==> src/rtl/lcd_hd44780_ctrl.sv <==
// Write-only sequencer for an HD44780-compatible character LCD (8-bit bus).
// After reset it waits for LCD power-up, then plays the fixed instruction-mode
// init sequence. After that it accepts one instruction/character per
// valid/ready handshake. For each byte it generates the setup, enable-pulse,
// hold and execution-wait timing. The busy flag is never read, so RW is tied low.
//
// Ports:
//   clk_clk                          system clock
//   reset_reset_n                    asynchronous reset, active low
//   in_valid / in_ready              request handshake (accept when both high)
//   in_rs, in_data                   0 = instruction, 1 = character; byte code
//   busy                             high whenever not idle
//   init_done                        sticky, set when the init sequence ends
//   lcd_display_readdata             LCD data bus
//   lcd_rs_writeresponsevalid_n      LCD RS
//   lcd_rw_writeresponsevalid_n      LCD RW (always 0)
//   lcd_enable_writeresponsevalid_n  LCD E
module lcd_hd44780_ctrl #(
    parameter int unsigned T_PWRUP   = 750000,
    parameter int unsigned T_SETUP   = 4,
    parameter int unsigned T_EN_HIGH = 12,
    parameter int unsigned T_HOLD    = 4,
    parameter int unsigned T_CMD     = 2000,
    parameter int unsigned T_CLEAR   = 82000,
    parameter int unsigned T_RSTWAIT = 205000
) (
    input  logic       clk_clk,
    input  logic       reset_reset_n,
    input  logic       in_valid,
    input  logic       in_rs,
    input  logic [7:0] in_data,
    output logic       in_ready,
    output logic       busy,
    output logic       init_done,
    output logic [7:0] lcd_display_readdata,
    output logic       lcd_rs_writeresponsevalid_n,
    output logic       lcd_rw_writeresponsevalid_n,
    output logic       lcd_enable_writeresponsevalid_n
);

    localparam int unsigned CW = 24;
    localparam int unsigned IW = 3;
    localparam logic [IW-1:0] INIT_LAST = IW'(6);

    // Terminal counts: a phase of N cycles ends when the counter reaches N-1
    localparam logic [CW-1:0] L_PWRUP   = CW'(T_PWRUP - 1);
    localparam logic [CW-1:0] L_SETUP   = CW'(T_SETUP - 1);
    localparam logic [CW-1:0] L_EN_HIGH = CW'(T_EN_HIGH - 1);
    localparam logic [CW-1:0] L_HOLD    = CW'(T_HOLD - 1);
    localparam logic [CW-1:0] L_CMD     = CW'(T_CMD - 1);
    localparam logic [CW-1:0] L_CLEAR   = CW'(T_CLEAR - 1);
    localparam logic [CW-1:0] L_RSTWAIT = CW'(T_RSTWAIT - 1);

    typedef enum logic [2:0] {
        PWRUP,
        SETUP,
        EN_HI,
        HOLD,
        WAIT,
        IDLE
    } state_t;

    state_t          state, state_n;
    logic [CW-1:0]   cnt, cnt_n;
    logic [IW-1:0]   idx, idx_n;
    logic [7:0]      data_q, data_n;
    logic            rs_q, rs_n;
    logic            done_q, done_n;
    logic            e_q, ready_q, busy_q;
    logic [CW-1:0]   wait_lim;

    // Init instruction ROM (all RS=0)
    function automatic logic [7:0] init_rom(input logic [IW-1:0] i);
        logic [7:0] v;
        case (i)
            3'd0, 3'd1, 3'd2: v = 8'h30;
            3'd3:             v = 8'h38;
            3'd4:             v = 8'h0C;
            3'd5:             v = 8'h01;
            default:          v = 8'h06;
        endcase
        return v;
    endfunction

    // State, counter, latched byte and registered outputs
    always_ff @(posedge clk_clk or negedge reset_reset_n) begin
        if (!reset_reset_n) begin
            state   <= PWRUP;
            cnt     <= '0;
            idx     <= '0;
            data_q  <= 8'h00;
            rs_q    <= 1'b0;
            done_q  <= 1'b0;
            e_q     <= 1'b0;
            ready_q <= 1'b0;
            busy_q  <= 1'b1;
        end else begin
            state   <= state_n;
            cnt     <= cnt_n;
            idx     <= idx_n;
            data_q  <= data_n;
            rs_q    <= rs_n;
            done_q  <= done_n;
            // Outputs track the state being entered so they align with it
            e_q     <= (state_n == EN_HI);
            ready_q <= (state_n == IDLE);
            busy_q  <= (state_n != IDLE);
        end
    end

    // Next-state logic
    always_comb begin
        state_n = state;
        cnt_n   = cnt + CW'(1);
        idx_n   = idx;
        data_n  = data_q;
        rs_n    = rs_q;
        done_n  = done_q;

        // First 0x30 needs the long reset wait; clear/home need the long exec wait
        if (!done_q && (idx == '0))
            wait_lim = L_RSTWAIT;
        else if (!rs_q && (data_q[7:2] == 6'd0))
            wait_lim = L_CLEAR;
        else
            wait_lim = L_CMD;

        case (state)
            PWRUP: begin
                if (cnt == L_PWRUP) begin
                    state_n = SETUP;
                    cnt_n   = '0;
                    idx_n   = '0;
                    rs_n    = 1'b0;
                    data_n  = init_rom('0);
                end
            end
            SETUP: begin
                if (cnt == L_SETUP) begin
                    state_n = EN_HI;
                    cnt_n   = '0;
                end
            end
            EN_HI: begin
                if (cnt == L_EN_HIGH) begin
                    state_n = HOLD;
                    cnt_n   = '0;
                end
            end
            HOLD: begin
                if (cnt == L_HOLD) begin
                    state_n = WAIT;
                    cnt_n   = '0;
                end
            end
            WAIT: begin
                if (cnt == wait_lim) begin
                    cnt_n = '0;
                    if (!done_q && (idx != INIT_LAST)) begin
                        idx_n   = idx + IW'(1);
                        data_n  = init_rom(idx + IW'(1));
                        state_n = SETUP;
                    end else begin
                        done_n  = 1'b1;
                        state_n = IDLE;
                    end
                end
            end
            IDLE: begin
                cnt_n = '0;
                if (in_valid && ready_q) begin
                    rs_n    = in_rs;
                    data_n  = in_data;
                    state_n = SETUP;
                end
            end
            default: begin
                state_n = PWRUP;
                cnt_n   = '0;
            end
        endcase
    end

    assign in_ready                        = ready_q;
    assign busy                            = busy_q;
    assign init_done                       = done_q;
    assign lcd_display_readdata            = data_q;
    assign lcd_rs_writeresponsevalid_n     = rs_q;
    assign lcd_rw_writeresponsevalid_n     = 1'b0;
    assign lcd_enable_writeresponsevalid_n = e_q;

endmodule

==> config.mk <==
export PLATFORM = sky130hd
export DESIGN_NAME = lcd_hd44780_ctrl
export DESIGN_NICKNAME = d
export VERILOG_FILES = /design/src/rtl/lcd_hd44780_ctrl.sv
export SDC_FILE = /design/constraint.sdc
export NUM_CORES = 1
export LEC_CHECK = 0
export ABC_AREA = 1
export CELL_PAD_IN_SITES_DETAIL_PLACEMENT = 1
export CELL_PAD_IN_SITES_GLOBAL_PLACEMENT = 1
export CORE_UTILIZATION = 45
export DETAILED_ROUTE_END_ITERATION = 8
export GPL_TIMING_DRIVEN = 0
export PLACE_DENSITY = 0.89
export RECOVER_POWER = 100
export SLEW_MARGIN = 25
export SYNTH_ARGS = -nofsm -noshare
export SYNTH_HDL_FRONTEND = slang
export SYNTH_SLANG_ARGS = --single-unit
==> constraint.sdc <==
create_clock -name clk_clk -period 4.4 [get_ports clk_clk]
set_input_delay 0.88 -clock clk_clk [delete_from_list [all_inputs] [get_ports clk_clk]]
set_output_delay 0.88 -clock clk_clk [all_outputs]
set_load 0.03 [all_outputs]
# Word-level counts from Yosys, hierarchy flattened
# Index checks and enable logic that the tools add are counted.
[word_totals] regBits=43 output_inout_bits=14 word_cells=81
[classes] add_sub_neg=2 n_eq_ne=22 mux=28 n_bitwise=1 reduce_logical=19
[ops] op="$mux W24" n=5
[ops] op="$pmux W24 S4" n=1
[ops] op="$mux W8" n=4
[ops] op="$mux W3" n=10
[ops] op="$add A24 B1 Y24 const B" n=1
[ops] op="$eq A24 B2 Y1 const B" n=1
[ops] op="$eq A24 B20 Y1 const B" n=1
[ops] op="$eq A24 B24 Y1" n=1
[ops] op="$eq A24 B4 Y1 const B" n=1
[ops] op="$pmux W6 S4" n=1
[ops] op="$pmux W8 S3" n=1
[ops] op="$pmux W3 S6" n=1
[ops] op="$mux W17" n=1
[ops] op="$eq A3 B2 Y1 const B" n=5
[ops] op="$eq A3 B3 Y1 const B" n=5
[ops] op="$logic_not A3 Y1" n=3
[ops] op="$ne A2 B2 Y1 const B" n=4
[ops] op="$eq A3 B1 Y1 const B" n=2
[ops] op="$logic_not A6 Y1" n=1
[ops] op="$ne A3 B3 Y1 const B" n=2
[ops] op="$pmux W3 S2" n=1
[ops] op="$reduce_and A3 Y1" n=2
[ops] op="$reduce_and A5 Y1" n=1
[ops] op="$logic_and A1 B1 Y1" n=4
[ops] op="10 further kinds" n=13

# Depth between registers and ports, before layout
# Gate-level depths: netlist of the first run.
[logic_depth] depth_word=8 mapped_depth=13 mapped_depth_nobuf=12

# Least setup slack after synthesis of the first run
# OpenSTA, ideal clock, no wires.
[synth_timing] kind="reg-to-reg" from="register idx[0]" to="register cnt[4]" arrival_time_ns=1.710 required_time_ns=4.272 path_slack_ns=2.563 stages_incl_launch_ff=14 synth_period_minus_slack_ns=1.837 path_cell_list="dfrtp_1 -> inv_1 -> ha_1 -> nand3_1 -> inv_1 -> nand2_1 -> nand3_1 -> nor2_1 -> nand3_1 -> nand2_1 -> and2_1 -> buf_6 -> buf_12 -> nor2_4"
[synth_between] elab_chain_cells=6
[synth_rtl] element="start, declared" line="65" source="logic [IW-1:0] idx, idx_n;"
[synth_rtl] element="start signal, assigned" line="100" source="idx <= idx_n;"
[synth_rtl] element="$logic_not A3 Y1" line="121" source="if (!done_q && (idx == '0))"
[synth_rtl] element="$logic_and A1 B1 Y1" line="121"
[synth_rtl] element="$mux W24" line="121"
[synth_rtl] element="$eq A24 B24 Y1" line="157" source="if (cnt == wait_lim) begin"
[synth_rtl] element="$mux W24" line="157"
[synth_rtl] element="$pmux W24 S4" line="128" source="case (state)"
[synth_rtl] element="named net cnt_n[4]" line="64" source="logic [CW-1:0] cnt, cnt_n;"
[synth_rtl] element="end signal, assigned" line="99" source="cnt <= cnt_n;"
[synth_rtl] element="end, declared" line="64"
# The timed path passes the listed nets, and every way through them passes these cells.
# A chain may end at the register's enable or synchronous reset.

# Worst setup path in the final report of the first run
# Same ends and word-level chain as after synthesis.

==> impl_results.md, run 1 <==
* Status: finished, final reports clean
* Synth Area per Inst at 7.55 um2
* Number of post-CTS setup repair buffers at 0
* Max Cap Viol at 0
* Die Height at 79.7 um
* Startpoint types: flip-flop
* Required time worst endpoint at 4.59 ns
* Tcrit/Tclk final at 0.590
* Design Power at 786 uW
* Layout Nets at 411
* Fmax at 386 MHz
* Top Usage Layer GRT: met2
* Clk_lat worst skew at 0.30 ns
* Fin. max-slew vios at 0
* Initial antenna violation count at 0
* DR vias/cell at 5.37
* Lkg Pwr at 0.00150 uW
* 1st-pass router iterations at 4
* Post-Syn Nets at 379
* Count of state elements after synthesis at 43
* YS warnings at 0
* First-pass GRT wire length at 13000 um
* Area grow syn2layout at 13.3%
* GP Congestion at 0.845
* Top-count cell post-synth: nand2_1
* R2R Setup Slk at 1.81 ns
* I/O Buffers at 24
* DRC at 0
* Critical path peak fanout at 10
* Routing usage on met1 at 0.369
* Worst R2R Path Depth at 13
* Synth area leader: dfrtp_1
* Synth async-reset ratio at 1.00
* Root Driver: clkbuf_8
* Ant diodes at 0
* CTS buffer count at 5
* GR Layer Usage met2 at 0.420
* Clk buf depth at 2
* Grt total ovfl at 0
* Post-DP HPWL at 5630 um
* Clk_skew at 0.00781 ns
* Synth area leaders: dfrtp_1 (39%), nand2_1 (11%), nor2_1 (8.1%)
* Final setup fails at 0
* Initial Utilization at 0.479
* Routed wire length per instance at 16.0 um
* Die ar. at 6350 um2
* Largest net degree at the start of global routing at 24
* Core area at 5680 um2
* Post-Syn Instances at 360
* Worst Hold Class: reg -> reg
* Initial DRC Count at 155
* WL final at 7440 um
* Num rows at 27
* H-tree depth at 2
* Final instance area at 3080 um2
* Unique masters post-synth at 34
* Hold Path Stages at 2
* Commonest cells post-synth: nand2_1 (83), nor2_1 (59), dfrtp_1 (42), inv_1 (38), nand3_1 (28)
* CTS tree: built
* Crit path time final at 2.59 ns
* Placed Area at 3060 um2
* Worst Path Arrival at 2.78 ns
* Vias in the first global route at 2596
* Total Routing Usage GR at 0.266
* Worst-path clk slew at 0.09 ns
* Final count of hold timing violations at 0
* Unrepaired setup endpoints after global routing: false
* Peak supply drop at 161 uV
* IO Count at 26
* Clock sinks at 43
* Max-Slew Margin vs Limit at 0.128
* Post-DRT Antenna Nets at 0
* Critical path class: reg -> reg
* PostCTS Resize Cnt at 0
* Hold buffers post-CTS at 0
* Seq/Total Area, Yosys at 0.396
* Die Width at 79.7 um
* Met3 usage at 0.0389
* Hold_ws at 0.477 ns
* FILL cells at 726
* Synthesized area at 2720 um2
* Crit path capture type: flip-flop
* Slew at the pin closest to its max-slew limit at 1.31 ns
* Share of the synthesized area in the top cell type at 0.387
* Routed vias at 2497
* Main flop type after synthesis: dfrtp_1
* Setup TNS at 0 ns
* Post-synth EDFFs at 0
* Pwr dens at 255 nW/um2
* Layout cell share with drive strength beyond 1 at 0.0636
==> worst paths after layout <==
| check | start | to |
|---|---|---|
| max | idx[0] | cnt[4] |
| min | lcd_display_readdata[1] | lcd_display_readdata[1] |
| max reg2reg | idx[0] | cnt[4] |
| min reg2reg | lcd_display_readdata[1] | lcd_display_readdata[1] |
| max in group asynchronous | reset_reset_n | idx[2] |
| min in group asynchronous | reset_reset_n | cnt[14] |
==> metrics by stage <==
stage | util | setup WS (ns) | cells
after CTS | 0.564 | 2.03 | 465
final | 0.543 | 1.81 | 465
after global routing | 0.543 | 1.49 | 465
after floorplan | - | 2.56 | 360
after global placement | 0.537 | 1.24 | 456
after detailed placement | 0.540 | 1.93 | 457
==> cells in the final DEF (no fill, tap or decap), types with 3 or more instances in the layout <==
master	synthesis	final
ha_1	7	7
clkbuf_1	0	4
nand4_1	14	14
dfrtp_1	42	42
a21oi_1	9	10
dlygate4sd3_1	0	13
o21ai_0	9	9
clkbuf_8	0	5
nand2_2	5	3
nor3_1	8	8
xor2_1	13	13
inv_1	38	38
clkdlybuf4s50_1	0	10
nand3_1	28	29
inv_2	3	3
nand2_1	83	85
nor2_1	59	70
==> cell families (layout without fill, tap and decap cells) <==
logic type,Yosys count,after routing,share of synthesized area
other cells,1,1,0.00138
buf+inv,47,80,0.0792
flops,43,43,0.396
fa+ha+maj,7,7,0.0322
xor+xnor,15,15,0.0483
compound gates,26,26,0.0548
simple gates,221,221,0.388
==> area by class of cell <==
| type | instances | area (um2) | share of cell area |
|---|---|---|---|
| buffer | 5 | 46.3 | 0.0150 |
| clock buffer | 5 | 68.8 | 0.0223 |
| clock inverter | 3 | 67.6 | 0.0219 |
| inverter | 42 | 158 | 0.0512 |
| multi-input combinational | 270 | 1330 | 0.433 |
| sequential | 43 | 1080 | 0.350 |
| tap | 72 | 90.1 | 0.0293 |
| timing repair buffer | 25 | 238 | 0.0772 |
==> flip-flops by register name, summed over array words and instances (netlist names) <==
register / cells
busy: 1
cnt: 24
idx: 3
in_ready: 1
init_done: 1
lcd_display_readdata: 8
lcd_enable_writeresponsevalid_n: 1
lcd_rs_writeresponsevalid_n: 1
state: 3
==> routing by layer <==
metal	vias to the layer above	part of all wire
met5	-	0
li1	1219	-
met2	48	0.47
met1	1215	0.47
met3	15	0.035
met4	0	0.019
==> worst max-delay path: stages (launching register included) <==
cell	delay [ns]
dfrtp_1	0.41
inv_1	0.10
ha_1	0.26
nand3_1	0.16
inv_1	0.08
nand2_1	0.06
nand3_1	0.09
nor2_1	0.18
nand3_1	0.13
nand2_1	0.13
and2_0	0.16
clkbuf_1	0.49
buf_12	0.21
nor2_1	0.05
==> power breakdown <==
group	internal (uW)	total, uW	switching (uW)
clock network	226	372	145
registers	395	395	0
logic	8.79	19.7	10.9
total	630	786	156
(Power assumes the default switching activity.)
==> inputs of run 2 (changes only) <==
--- a/config.mk
+++ b/config.mk
@@ -8,10 +8,10 @@
 export ABC_AREA = 1
 export CELL_PAD_IN_SITES_DETAIL_PLACEMENT = 1
 export CELL_PAD_IN_SITES_GLOBAL_PLACEMENT = 1
-export CORE_UTILIZATION = 45
+export CORE_UTILIZATION = 38
 export DETAILED_ROUTE_END_ITERATION = 8
 export GPL_TIMING_DRIVEN = 0
-export PLACE_DENSITY = 0.89
+export PLACE_DENSITY = 0.81
 export RECOVER_POWER = 100
 export SLEW_MARGIN = 25
 export SYNTH_ARGS = -nofsm -noshare
==> constraint.sdc (replaced) <==
create_clock -name clk_clk -period 2.3 [get_ports clk_clk]
set_input_delay 0.46 -clock clk_clk [delete_from_list [all_inputs] [get_ports clk_clk]]
set_output_delay 0.46 -clock clk_clk [all_outputs]
set_load 0.03 [all_outputs]
==> run 2 against run 1 <==
Compared with the run above: count of clock-buffer cells in the layout rose by 1; highest routed layer unchanged; non-clock buffer count rose by 2; total power rose by 81%; via count fell by 0.96%; clock power rose by 70%; setup slack got worse by 1.6 ns; sequential cell count did not move; worst hold slack got worse by 0.047 ns; critical path depth fell by 5; core utilization fell by 8.2 points.
==> impl_results.md, run 2 (same netlist as run 1, synthesis figures left out) <==
* Fmax at 479 MHz (+24%)
* Commonest non-fill, non-tap cell in the layout: nand2_1
* Crit path time final at 2.09 ns (-0.505 ns)
* Initial antenna violation count at 0 (unchanged)
* Met3 Routed Length at 154 um (-41%)
* CP Capture Point: lcd_display_readdata[4]
* Hold_ws at 0.431 ns (-0.0465 ns)
* WL final at 7240 um (-2.6%)
* H-tree depth at 2 (unchanged)
* Most frequent cells in the layout: nand2_1 (83), nor2_1 (67), dfrtp_1 (42)
* Clk buf depth at 2 (unchanged)
* Layout Nets at 413 (+0.49%)
* IO Count at 26 (unchanged)
* Root Driver: clkbuf_8
* Unrepaired setup endpoints after global routing: false
* Largest net degree at the start of global routing at 24 (unchanged)
* Reg power frac at 0.530 (+0.028)
* WL met1 at 3510 um (+0.34%)
* Top routing layer used: met4
* Clock power frac at 0.444 (-0.029)
* Max-Slew Margin vs Limit at 0.130 (+0.00151)
* CTS tree: built
* Final setup fails at 0 (unchanged)
* Worst Hold Class: in -> async
* Required time worst endpoint at 2.49 ns (-2.10 ns)
* Post-DP HPWL at 5500 um (-2.2%)
* Ant diodes at 0 (unchanged)
* Die Width at 86.6 um (+8.6%)
* Status: finished, final reports clean
* Crit path capture type: flip-flop
* Final count of hold timing violations at 0 (unchanged)
* Pwr dens at 451 nW/um2 (+76%)
* Critical path peak fanout at 10 (unchanged)
* Lkg Pwr at 0.00153 uW (+1.9%)
* Layout cell share with drive strength beyond 1 at 0.101 (+0.0377)
* Clk_lat worst skew at 0.30 ns (about the same)
* Num rows at 30 (+11%)
* Die Height at 86.6 um (+8.6%)
* Worst R2R End: lcd_display_readdata[4]
* Startpoint types: flip-flop
* Slew at the pin closest to its max-slew limit at 1.31 ns (-0.00227 ns)
* Routed wire length per instance at 14.8 um (-7.8%)
* DP Cell Count at 481 (+5.3%)
* Core area at 6870 um2 (+21%)
* Worst R2R Start: idx[0]
* GP Congestion at 0.825 (-2.3%)
* R2R Setup Slk at 0.21 ns (-1.59 ns)
* Hold buffers post-CTS at 0 (unchanged)
* 1st-pass router iterations at 4 (unchanged)
* Fin. max-slew vios at 0 (unchanged)
* Critical path class: reg -> reg
* DR vias/cell at 5.04 (-6.2%)
* Int Pwr at 1120 uW (+78%)
* Comb power frac at 0.027 (+0.002)
* Final std cells w/o fill at 491 (+5.6%)
* Worst-path clk slew at 0.09 ns (about the same)
* CTS buffer count at 5 (unchanged)
* Total Routing Usage GR at 0.212 (-0.0536)
* FILL cells at 882 (+21%)
* First-pass GRT wire length at 12500 um (-4.0%)
* Die ar. at 7490 um2 (+18%)
* Clock sinks at 43 (unchanged)
* Max reg flops at 24 (unchanged)
* WL met2 at 3480 um (-1.4%)
* Initial Utilization at 0.396 (-0.0832)
* Peak supply drop at 259 uV (+61%)
* Max Cap Viol at 0 (unchanged)
* Worst R2R Path Depth at 8 (-5)
* I/O Buffers at 24 (unchanged)
* Routed vias at 2473 (-0.96%)
* Largest Register: cnt
* Area grow syn2layout at 16.4%
* Clk_skew at 0.00953 ns (+0.00172 ns)
* Grt total ovfl at 0 (unchanged)
* Vias in the first global route at 2652 (+2.2%)
* Initial DRC Count at 81 (-48%)
* DRC at 0 (unchanged)
* Post-DRT Antenna Nets at 0 (unchanged)
* Tcrit/Tclk final at 0.908 (+0.319)
* CP Launch Point: idx[0]
* Switching power of the nets at 302 uW (+93%)
* Switching share of power at 0.212 (+0.0128)
* Worst Path Arrival at 2.28 ns (-0.50 ns)
-- run 2: critical path: stages (launching register included) --
cell and delay, ns:
dfrtp_1 0.40, inv_1 0.10, ha_1 0.24, a21oi_1 0.22, nor2_1 0.09, a21oi_2 0.43, nand3_2 0.32, nand2_1 0.12
nand2_1 0.06
-- run 2: worst min-delay path by stage --
stage	from	end	slack (ns)	cells past startpoint
2_1_floorplan	reset_reset_n	cnt[0]	0.16	0
3_3_place_gp	lcd_display_readdata[1]	lcd_display_readdata[1]	0.46	2
3_5_place_dp	lcd_display_readdata[0]	lcd_display_readdata[0]	0.46	2
4_1_cts	reset_reset_n	cnt[12]	0.18	1
5_1_grt	lcd_display_readdata[0]	lcd_display_readdata[0]	0.50	2
6_report	reset_reset_n	cnt[12]	0.43	1
-- run 2: metrics by stage --
stage	utilization	power [uW]	area [um2]	TNS, ns	setup WS, ns
final	0.461	1430	3160	0	0.211
after global routing	0.461	1470	3160	0	0.0157
after CTS	0.468	1440	3220	0	0.0903
after detailed placement	0.451	815	3100	0	0.145
after global placement	0.448	809	3080	-18.70	-0.449
after floorplan	-	775	2720	0	0.463
-- run 2: what timing repair did --
item                       in CTS  in global routing
gates resized for setup         0                  5
setup endpoints to repair       0                 23
setup buffers                   0                  2
-- run 2: power groups by stage --
stage          logic, uW  registers, uW  clock network (uW)
6_report            38.2            755                 633
5_1_grt             43.3            756                 672
4_1_cts             44.9            755                 645
3_5_place_dp        44.5            770                   0
3_3_place_gp        39.0            770                   0
2_1_floorplan       4.10            771                   0
-- run 2: final cells by class --
class                      instances  area [um2]  share of cell area
sequential                        43        1080               0.340
clock buffer                       6        82.6              0.0261
buffer                             5        57.6              0.0182
multi-input combinational        270        1380               0.436
inverter                          42         158              0.0498
clock inverter                     2        35.0              0.0111
timing repair buffer              27         254              0.0803
tap                               96         120              0.0380
-- run 2: layer usage --
metal  vias up  track usage
met2        28        0.364
met5         -            0
li1       1217            -
met3        10       0.0267
met4         0       0.0530
met1      1218        0.285
==> inputs of run 3 (changes only) <==
--- a/config.mk
+++ b/config.mk
@@ -10,7 +10,6 @@
 export CELL_PAD_IN_SITES_GLOBAL_PLACEMENT = 1
 export CORE_UTILIZATION = 38
 export DETAILED_ROUTE_END_ITERATION = 8
-export GPL_TIMING_DRIVEN = 0
 export PLACE_DENSITY = 0.81
 export RECOVER_POWER = 100
 export SLEW_MARGIN = 25
==> run 3 against run 2 <==
Compared with the run above: the run now ends with capacitance limit, slew limit left; first-iteration DRC count decreased by 6.2%; total power decreased by 6.2%; final area decreased by 1.8%; final cell count decreased by 0.61%; largest cell class unchanged.
==> impl_results.md, run 3 (same netlist as run 1, synthesis figures left out) <==
* Slew at the pin closest to its max-slew limit at 1.54 ns (+0.234 ns)
* Clock sinks at 43 (unchanged)
* GP Congestion at 0.894 (+8.3%)
* Crit path top cell by count: nand2_1
* Max Cap Viol at 1 (+1)
* Vias in the first global route at 2587 (-2.5%)
* Area grow syn2layout at 14.4%
* Final setup fails at 0 (unchanged)
* Initial antenna violation count at 0 (unchanged)
* Met3 usage at 0.0410 (+0.0143)
* IO Count at 26 (unchanged)
* Crit path time final at 2.05 ns (-0.0344 ns)
* Layout cell share with drive strength beyond 1 at 0.0791 (-0.0222)
* Most frequent cells in the layout: nand2_1 (84), nor2_1 (66), dfrtp_1 (42)
* Tcrit/Tclk final at 0.893 (-0.0150)
* Place WS at 0.126 ns (-0.0192 ns)
* Routing usage on met1 at 0.285 (+0.000430)
* Setup slack after layout at 0.246 ns (+0.0344 ns)
* CP peak stage delay at 0.41 ns (-0.02 ns)
* Die Height at 86.6 um (unchanged)
* Max reg flops at 24 (unchanged)
* Commonest non-fill, non-tap cell in the layout: nand2_1
* WL final at 7140 um (-1.4%)
* Critical path class: reg -> reg
* Root Driver: clkbuf_8
* First-pass GRT wire length at 12500 um (+0.17%)
* Core area at 6870 um2 (unchanged)
* CTS tree: built
* Post-DP HPWL at 5650 um (+2.6%)
* Final std cells w/o fill at 488 (-0.61%)
* Post-DRT Antenna Nets at 0 (unchanged)
* CP bufs+invs at 3 (+2)
* DRC at 0 (unchanged)
* H-tree depth at 2 (unchanged)
* Routed wire length per instance at 14.6 um (-0.76%)
* Initial Utilization at 0.396 (unchanged)
* Hold buffers post-CTS at 0 (unchanged)
* Failing checks: capacitance limit, slew limit
* Routed vias at 2479 (+0.24%)
* Ant diodes at 0 (unchanged)
* Total Routing Usage GR at 0.216 (+0.00322)
* Crit path cell chain: inv_1 > ha_1 > nand3_1 > inv_1 > nand2_1 > nand3_1 > nor2_2 > nand3_1 > nand2_1 > buf_6 > nand3_4 > nand2_1 > nand2_1
* Required time worst endpoint at 2.49 ns (about the same)
* DR vias/cell at 5.08 (+0.86%)
* Clk buf depth at 2 (unchanged)
* Die ar. at 7490 um2 (unchanged)
* Die Width at 86.6 um (unchanged)
* GR Layer Usage met2 at 0.359 (-0.00433)
* Setup TNS at 0 ns (unchanged)
* Unrepaired setup endpoints after global routing: false
* Worst R2R Start: idx[0]
* Status: finished with violations
* Fin. max-slew vios at 29 (+29)
* Worst Hold Class: reg -> reg
* Num rows at 30 (unchanged)
* R2R Setup Slk at 0.25 ns (+0.03 ns)
* Clk_lat worst skew at 0.30 ns (about the same)
* Worst R2R Path Depth at 13 (+5)
* CTS buffer count at 5 (unchanged)
* Critical path peak fanout at 11 (+1)
* Top Usage Layer GRT: met2
* Layout Nets at 410 (-0.73%)
* Crit path capture type: flip-flop
* Grt total ovfl at 0 (unchanged)
* Final count of hold timing violations at 0 (unchanged)
* Hold endpoint: lcd_display_readdata[1]
* Max-Slew Margin vs Limit at -0.0262 (-0.156)
* Hold path startpoint: lcd_display_readdata[1]
* Pwr dens at 431 nW/um2 (-4.5%)
* Peak supply drop at 236 uV (-8.6%)
* Lkg Pwr at 0.00149 uW (-2.6%)
* Worst-path clk slew at 0.09 ns (about the same)
* Largest net degree at the start of global routing at 29 (+21%)
* Startpoint types: flip-flop
* 1st-pass router iterations at 4 (unchanged)
* Initial DRC Count at 76 (-6.2%)
* Worst R2R End: lcd_display_readdata[5]
* Worst Path Arrival at 2.25 ns (-0.03 ns)
* Slowest CP cell: dfrtp_1
* Kind of cell adding the most delay to the critical path: simple AND/OR/NAND/NOR gates
* I/O Buffers at 24 (unchanged)
* Largest Register: cnt
* DP Cell Count at 480 (-0.21%)
* Hold Path Stages at 2
* Clk_skew at 0.00551 ns (-0.00402 ns)
* Fmax at 487 MHz (+1.7%)
==> run 3: per-stage QoR <==
stage | total power [uW] | hold WS, ns | utilization | instance area, um2
finish | 1340 | 0.494 | 0.452 | 3110
global route | 1390 | 0.525 | 0.452 | 3110
CTS | 1360 | 0.207 | 0.461 | 3170
detailed placement | 811 | 0.472 | 0.446 | 3070
global placement | 810 | 0.455 | 0.446 | 3070
floorplan | 775 | 0.164 | - | 2720
==> run 3: layout make-up <==
class / count / area, um2
Tap cell: 96 / 120
Sequential cell: 43 / 1080
Inverter: 42 / 158
Clock buffer: 8 / 100
Multi-Input combinational cell: 270 / 1370
Timing Repair Buffer: 29 / 280
Fill cell: 890 / 3760
==> run 3: worst max-delay path by stage <==
stage / start / end / slack (ns) / cells past startpoint
after global routing: idx[0] / in_ready / 0.003 / 13
after floorplan: idx[0] / cnt[4] / 0.46 / 13
final: idx[0] / lcd_display_readdata[5] / 0.25 / 13
after detailed placement: idx[0] / lcd_display_readdata[5] / 0.13 / 11
after global placement: idx[0] / lcd_display_readdata[1] / 0.27 / 13
after CTS: idx[0] / lcd_display_readdata[5] / 0.1 / 11
==> run 3: what timing repair did <==
item                       4_1_cts  5_1_grt
buffers inserted                 0        0
resized for setup                0        4
setup endpoints to repair        0       11
==> run 3: worst reg2reg max path, stage by stage (launching register included) <==
cell and delay, ns:
dfrtp_1 0.41, inv_1 0.10, ha_1 0.24, nand3_1 0.15, inv_1 0.08, nand2_1 0.06, nand3_1 0.08, nor2_2 0.14
nand3_1 0.13, nand2_1 0.12, buf_6 0.16, nand3_4 0.12, nand2_1 0.10, nand2_1 0.05
==> run 3: layer usage <==
| metal | share of wire | wire [um] |
|---|---|---|
| met5 | 0 | 0 |
| met4 | 0.021 | 148 |
| met3 | 0.033 | 238 |
| met2 | 0.48 | 3430 |
| met1 | 0.47 | 3330 |
==> run 3: where the power goes <==
| group | leakage, uW | internal (uW) | switching (uW) | total (uW) |
|---|---|---|---|---|
| clock | 0.0000515 | 275 | 271 | 546 |
| combinational | 0.000862 | 16.1 | 20.7 | 36.8 |
| sequential | 0.000578 | 755 | 0 | 755 |
